## config.mk

```make
export PLATFORM = sky130hd
export DESIGN_NAME = pipe_ctrl
export DESIGN_NICKNAME = d
export VERILOG_FILES = /design/src/rtl/pipe_ctrl.sv
export SDC_FILE = /design/constraint.sdc
export NUM_CORES = 1
export LEC_CHECK = 0
export ABC_AREA = 1
export CORE_MARGIN = 5
export CORE_UTILIZATION = 35
export CTS_CLUSTER_DIAMETER = 30
export DETAILED_ROUTE_END_ITERATION = 16
export SLEW_MARGIN = 20
export SYNTH_ARGS = -nofsm -noshare
export SYNTH_HDL_FRONTEND = slang
export SYNTH_SLANG_ARGS = --single-unit
export TNS_END_PERCENT = 20
```

## constraint.sdc

```tcl
create_clock -name clk -period 2.2 [get_ports clk]
set_input_delay 0.44 -clock clk [delete_from_list [all_inputs] [get_ports clk]]
set_output_delay 0.44 -clock clk [all_outputs]
set_load 0.02 [all_outputs]
```

## src/rtl/pipe_ctrl.sv

```systemverilog
// pipe_ctrl: central sequencer for the 5-stage core.
//   - Resolves IF/ID/EX/MEM stall requests into the shared stall[5:0] hold vector.
//   - Sequences exception/ERET flushes: flush + new_pc for FLUSH_CYCLES cycles.
//   - Stall watchdog (sticky timeout_err) and saturating stall-cycle counter.
//
// Ports:
//   clk            core clock, rising edge
//   rst            asynchronous active-low reset
//   stallreq_if    fetch bus not ready
//   stallreq_id    ID load-use hazard
//   stallreq_ex    EX multi-cycle op busy
//   stallreq_mem   data bus not ready
//   excepttype     exception code from MEM, 0 = none, 32'h0e = ERET
//   cp0_epc        current EPC, ERET target
//   stall          hold vector: bit0 PC .. bit5 WB
//   flush          clear all pipeline registers, PC loads new_pc
//   new_pc         redirect target, valid while flush=1
//   timeout_err    sticky watchdog flag
//   stall_cycles   saturating count of cycles with stall != 0
module pipe_ctrl #(
  parameter int unsigned FLUSH_CYCLES  = 1,
  parameter int unsigned STALL_TIMEOUT = 1024,
  parameter logic [31:0] EXC_VEC       = 32'h0000_0040
) (
  input  logic        clk,
  input  logic        rst,
  input  logic        stallreq_if,
  input  logic        stallreq_id,
  input  logic        stallreq_ex,
  input  logic        stallreq_mem,
  input  logic [31:0] excepttype,
  input  logic [31:0] cp0_epc,
  output logic [5:0]  stall,
  output logic        flush,
  output logic [31:0] new_pc,
  output logic        timeout_err,
  output logic [31:0] stall_cycles
);

  localparam logic [31:0] ExcEret   = 32'h0000_000e;
  localparam logic [3:0]  FlushInit = 4'(FLUSH_CYCLES - 1);
  localparam logic [15:0] WdLimit   = 16'(STALL_TIMEOUT);

  typedef enum logic [0:0] {StRun, StFlush} state_e;

  state_e      state_q;
  logic [3:0]  flush_cnt_q;
  logic [31:0] new_pc_q;
  logic [15:0] wd_cnt_q;
  logic        timeout_err_q;
  logic [31:0] stall_cycles_q;

  logic        exc_accept;
  logic [31:0] exc_target;
  logic [5:0]  stall_req;

  always_comb begin
    // Gated by rst so nothing leaks out combinationally while reset is held.
    exc_accept = rst && (state_q == StRun) && (excepttype != '0);
    exc_target = (excepttype == ExcEret) ? cp0_epc : EXC_VEC;

    // Highest-index requester wins; each holds its own stage and all earlier ones.
    if (stallreq_mem)     stall_req = 6'b011111;
    else if (stallreq_ex) stall_req = 6'b001111;
    else if (stallreq_id) stall_req = 6'b000111;
    else if (stallreq_if) stall_req = 6'b000011;
    else                  stall_req = 6'b000000;

    flush = exc_accept || (state_q == StFlush);

    if (state_q == StFlush) new_pc = new_pc_q;
    else if (exc_accept)    new_pc = exc_target;
    else                    new_pc = '0;

    // A flush clears the pipeline, so holding stages would be meaningless.
    stall = (flush || !rst) ? 6'b000000 : stall_req;
  end

  assign timeout_err  = timeout_err_q;
  assign stall_cycles = stall_cycles_q;

  always_ff @(posedge clk or negedge rst) begin
    if (!rst) begin
      state_q        <= StRun;
      flush_cnt_q    <= '0;
      new_pc_q       <= '0;
      wd_cnt_q       <= '0;
      timeout_err_q  <= 1'b0;
      stall_cycles_q <= '0;
    end else begin
      unique case (state_q)
        StRun: begin
          if (exc_accept) begin
            new_pc_q    <= exc_target;
            flush_cnt_q <= FlushInit;
            // The accept cycle is itself the first flush cycle.
            if (FLUSH_CYCLES > 1) state_q <= StFlush;
          end
        end
        StFlush: begin
          // Leave when this cycle is the last remaining one; excepttype is ignored here.
          if (flush_cnt_q <= 4'd1) begin
            state_q     <= StRun;
            flush_cnt_q <= '0;
            new_pc_q    <= '0;
          end else begin
            flush_cnt_q <= flush_cnt_q - 4'd1;
          end
        end
        default: state_q <= StRun;
      endcase

      // Watchdog counts consecutive stalled cycles and saturates at the limit.
      if ((stall == 6'b000000) || flush) begin
        wd_cnt_q <= '0;
      end else if (wd_cnt_q != WdLimit) begin
        wd_cnt_q <= wd_cnt_q + 16'd1;
        if (wd_cnt_q + 16'd1 == WdLimit) timeout_err_q <= 1'b1;
      end

      if ((stall != 6'b000000) && (stall_cycles_q != 32'hFFFF_FFFF)) begin
        stall_cycles_q <= stall_cycles_q + 32'd1;
      end
    end
  end

endmodule

```

==> results.toml <==
[synthesis]
post_synth_cell_types = 34
synth_seq_cells = 86
post_synth.cell_area_avg_um2 = 7.406
postSynthCellCount = 693
synthesis.area_um2 = 5132
syn_nets = 769
synth-warning-count = 0
synth-seq-area-share_pct = 41.93

[finish]
seq_area_um2 = 2152
drive_above_1_share_pct = 19.20
number_of_diodes_added_for_antenna_fixing = 0
layout-area-overhead-vs-synth_pct = 42.22
finalInstanceArea_um2 = 7300
filler_cell_count = 1406
multi_input_area_um2 = 2594
num-nets-final = 941

[routing]
number_of_design_rule_violations_left_by_the_first_detailed_router_iteration = 316
route.detailed.vias_per_inst = 4.910
post-route-drc-count = 0
vias = 5175
wire_per_inst_um = 14.45
wl_mm = 15.23
firstDrtPassIters = 5
antenna_violating_nets_post_route = 0

[cts]
numCtsBuffers = 9
cts_tree = "done"
numClockSinks = 86
cts_root_buf = "clkbuf_16"
clkTransAtPathRegs_ns = 0.07
clk-insertion-delay-late_ns = 0.34
clockBufferDepth = 2
h_tree_depth = 3

[power_and_ir_drop]
p_leak_uw = 0.003308
max-vdd-ir-drop_mv = 0.3773
p_per_area_nw_per_um2 = 479.6

[run_status]
status = "finished, violations left"
violations = "negative setup slack"

[timing]
worst_clock_skew_ns = 0.008123
highest_attainable_clock_frequency_mhz = 437.8
fin_ws_ns = -0.08438
max_slew_margin_vs_limit_pct = 39.31
grt_setup_unrepaired = "yes"
timing.final.max_slew_violations = 0
final.setup.tns_ns = -1.665
period_needed_ns = 2.284
setup_viol = 33
min_period_over_period_pct = 103.8
worst_tran_pin_value_ns = 0.9103
finalHoldViolations = 0

[global_route]
grt_antenna_before_repair = 0
global_route_usage_sum_pct = 18.20
wire_length_of_the_first_global_routing_pass_mm = 24.92
grt_max_degree = 71
grt_pass1_vias = 5120
overflow = 0

[worst_setup_path]
path_class = "primary input to primary output"
cpPeakStageDelay_ns = 0.24
reg2reg_slack_ns = 0.22
crit_slowest_cell = "nor4_2"
crit_path_cell_trace = "buf_6 -> nor2_4 -> nand2_2 -> nor4_2 -> nand4_1 -> buf_6 -> buf_8 -> nand3b_1 -> o21ai_1 -> buf_4"
worstPathBufferInverterCount = 4
worst_path_dominant_cell_family = "simple AND/OR/NAND/NOR gates"
timing.critical_path.mode_cell = "buf_6"
required_ns = 1.76
worst_setup_path_end_kind = "primary output"
path_max_fanout = 8
worst_ep_arrival_time_ns = 1.84
worstSetupStartpointType = "primary input"

[die]
initial_utilization_pct = 35.45
die_w_um = 131.1
std_cell_rows = 44
io_pins = 142
design.die.area_um2 = 17190
die_y_um = 131.1
core_area_um2 = 14480

[placement]
postPlaceCellArea_um2 = 6852
place.port_buffers = 140
place_hpwl_mm = 11.07
finalWeightedCongestion = 0.9261

[min_path]
min_path_type = "primary input to async pin"

[job]
cap_viol_max_count = 0
[sequential cells by signal, indices dropped and copies added (netlist names)]
name          cells
flush_cnt_q       4
stall_cycles     32
new_pc_q         32
timeout_err       1
state_q           1
wd_cnt_q         16
[what timing repair did]
action / in CTS / in global routing
buffers inserted: 15 / 2
hold buffers: 0 / 0
cloned: 4 / 0
resized for setup: 323 / 82
endpoints found under the setup margin: 38 / 39
pin swaps: 18 / 15
[routing by layer]
layer	GRT usage [%]	vias up	part of all wire (%)
met4	4.900	0	1.4
met3	5.794	26	7.6
met1	22.72	2445	41
li1	-	2541	-
met2	30.47	163	50
met5	0	-	0
[synth_stat cells]
master / n / area [um2]
buf_2: 1 / 5.000
ha_1: 6 / 75.07
nand4_1: 13 / 81.33
nor4_1: 1 / 6.260
conb_1: 1 / 3.750
nor3_1: 13 / 65.06
clkinv_1: 2 / 7.510
a21oi_4: 1 / 16.27
nor2_8: 1 / 20.02
nor2_1: 101 / 379.1
nor3b_1: 1 / 7.510
o21bai_1: 1 / 7.510
nand2_1: 165 / 619.3
nor2_4: 1 / 11.26
buf_8: 1 / 15.01
o21ai_0: 69 / 345.3
nand3b_1: 36 / 270.3
nand3_1: 20 / 100.1
nor3_2: 3 / 30.03
xnor2_1: 4 / 35.03
buf_6: 4 / 45.04
dfrtp_1: 86 / 2152
o22ai_1: 2 / 12.51
xor2_1: 22 / 192.7
o21ai_2: 2 / 17.52
buf_4: 3 / 22.52
nand2_4: 2 / 22.52
and3_1: 1 / 6.260
nand3_2: 2 / 20.02
nor3_4: 2 / 32.53
nand2_2: 3 / 18.77
clkbuf_1: 12 / 45.04
inv_1: 89 / 334.1
o21ai_1: 22 / 110.1
[final cells by class]
class	instances	area share, %
clock inverter	5	1.131
inverter	91	4.714
timing repair buffer	182	22.66
tap	184	3.154
multi-input combinational	495	35.53
clock buffer	11	3.325
sequential	86	29.48
[through the flow]
stage	hold WS, ns	setup WS (ns)	instances	util [%]	total power (uW)
after floorplan	0.1444	0.1135	693	-	1654
after global placement	0.4550	-0.8002	1019	47.32	1845
after detailed placement	0.4566	-0.8276	1019	47.32	1848
after CTS	0.08156	-0.06930	1054	49.31	3549
after global routing	0.09097	-0.2275	1054	50.41	3642
final	0.06537	-0.08438	1054	50.41	3501
[cells by family (layout without fill, tap and decap cells)]
kind of cell,after synthesis,in the layout,share of synthesized area (%)
flip-flops,86,86,41.93
XOR/XNOR,26,26,4.437
AO/OA/AOI/OAI,97,97,9.922
adder cells (fa/ha/maj),6,6,1.463
buffers and inverters,112,289,9.239
other,1,1,0.07306
AND/OR/NAND/NOR,365,365,32.94
[cell usage in the layout, fill, tap and decap left out, types with 9 or more instances in the layout]
cell type,n
clkdlybuf4s50_1,69
xor2_1,22
nand3_1,20
buf_4,60
nand2_1,160
nor2_1,89
nor3_1,13
dfrtp_1,86
nand4_1,13
nand3b_1,36
o21ai_1,53
buf_6,20
inv_1,88
buf_2,22
clkbuf_16,9
o21ai_0,35
[path summary, 6_finish.rpt]
kind,endpoint,from,depth (start not counted)
worst max-delay path,new_pc[8],excepttype[7],10
worst min-delay path,stall_cycles[29],rst,2
worst max register to register,new_pc_q[24],state_q,13
worst min register to register,timeout_err,timeout_err,2
max in group asynchronous,new_pc_q[31],rst,3
min in group clk,timeout_err,timeout_err,2
[power breakdown]
group          total (uW)  internal (uW)  switching (uW)  leakage [uW]
Sequential           1580           1580           0.263       0.00114
Combinational         242            133             109       0.00201
Clock                1680           1030             648      0.000160
Total                3500           2740             757       0.00331
(Power assumes the default switching activity.)
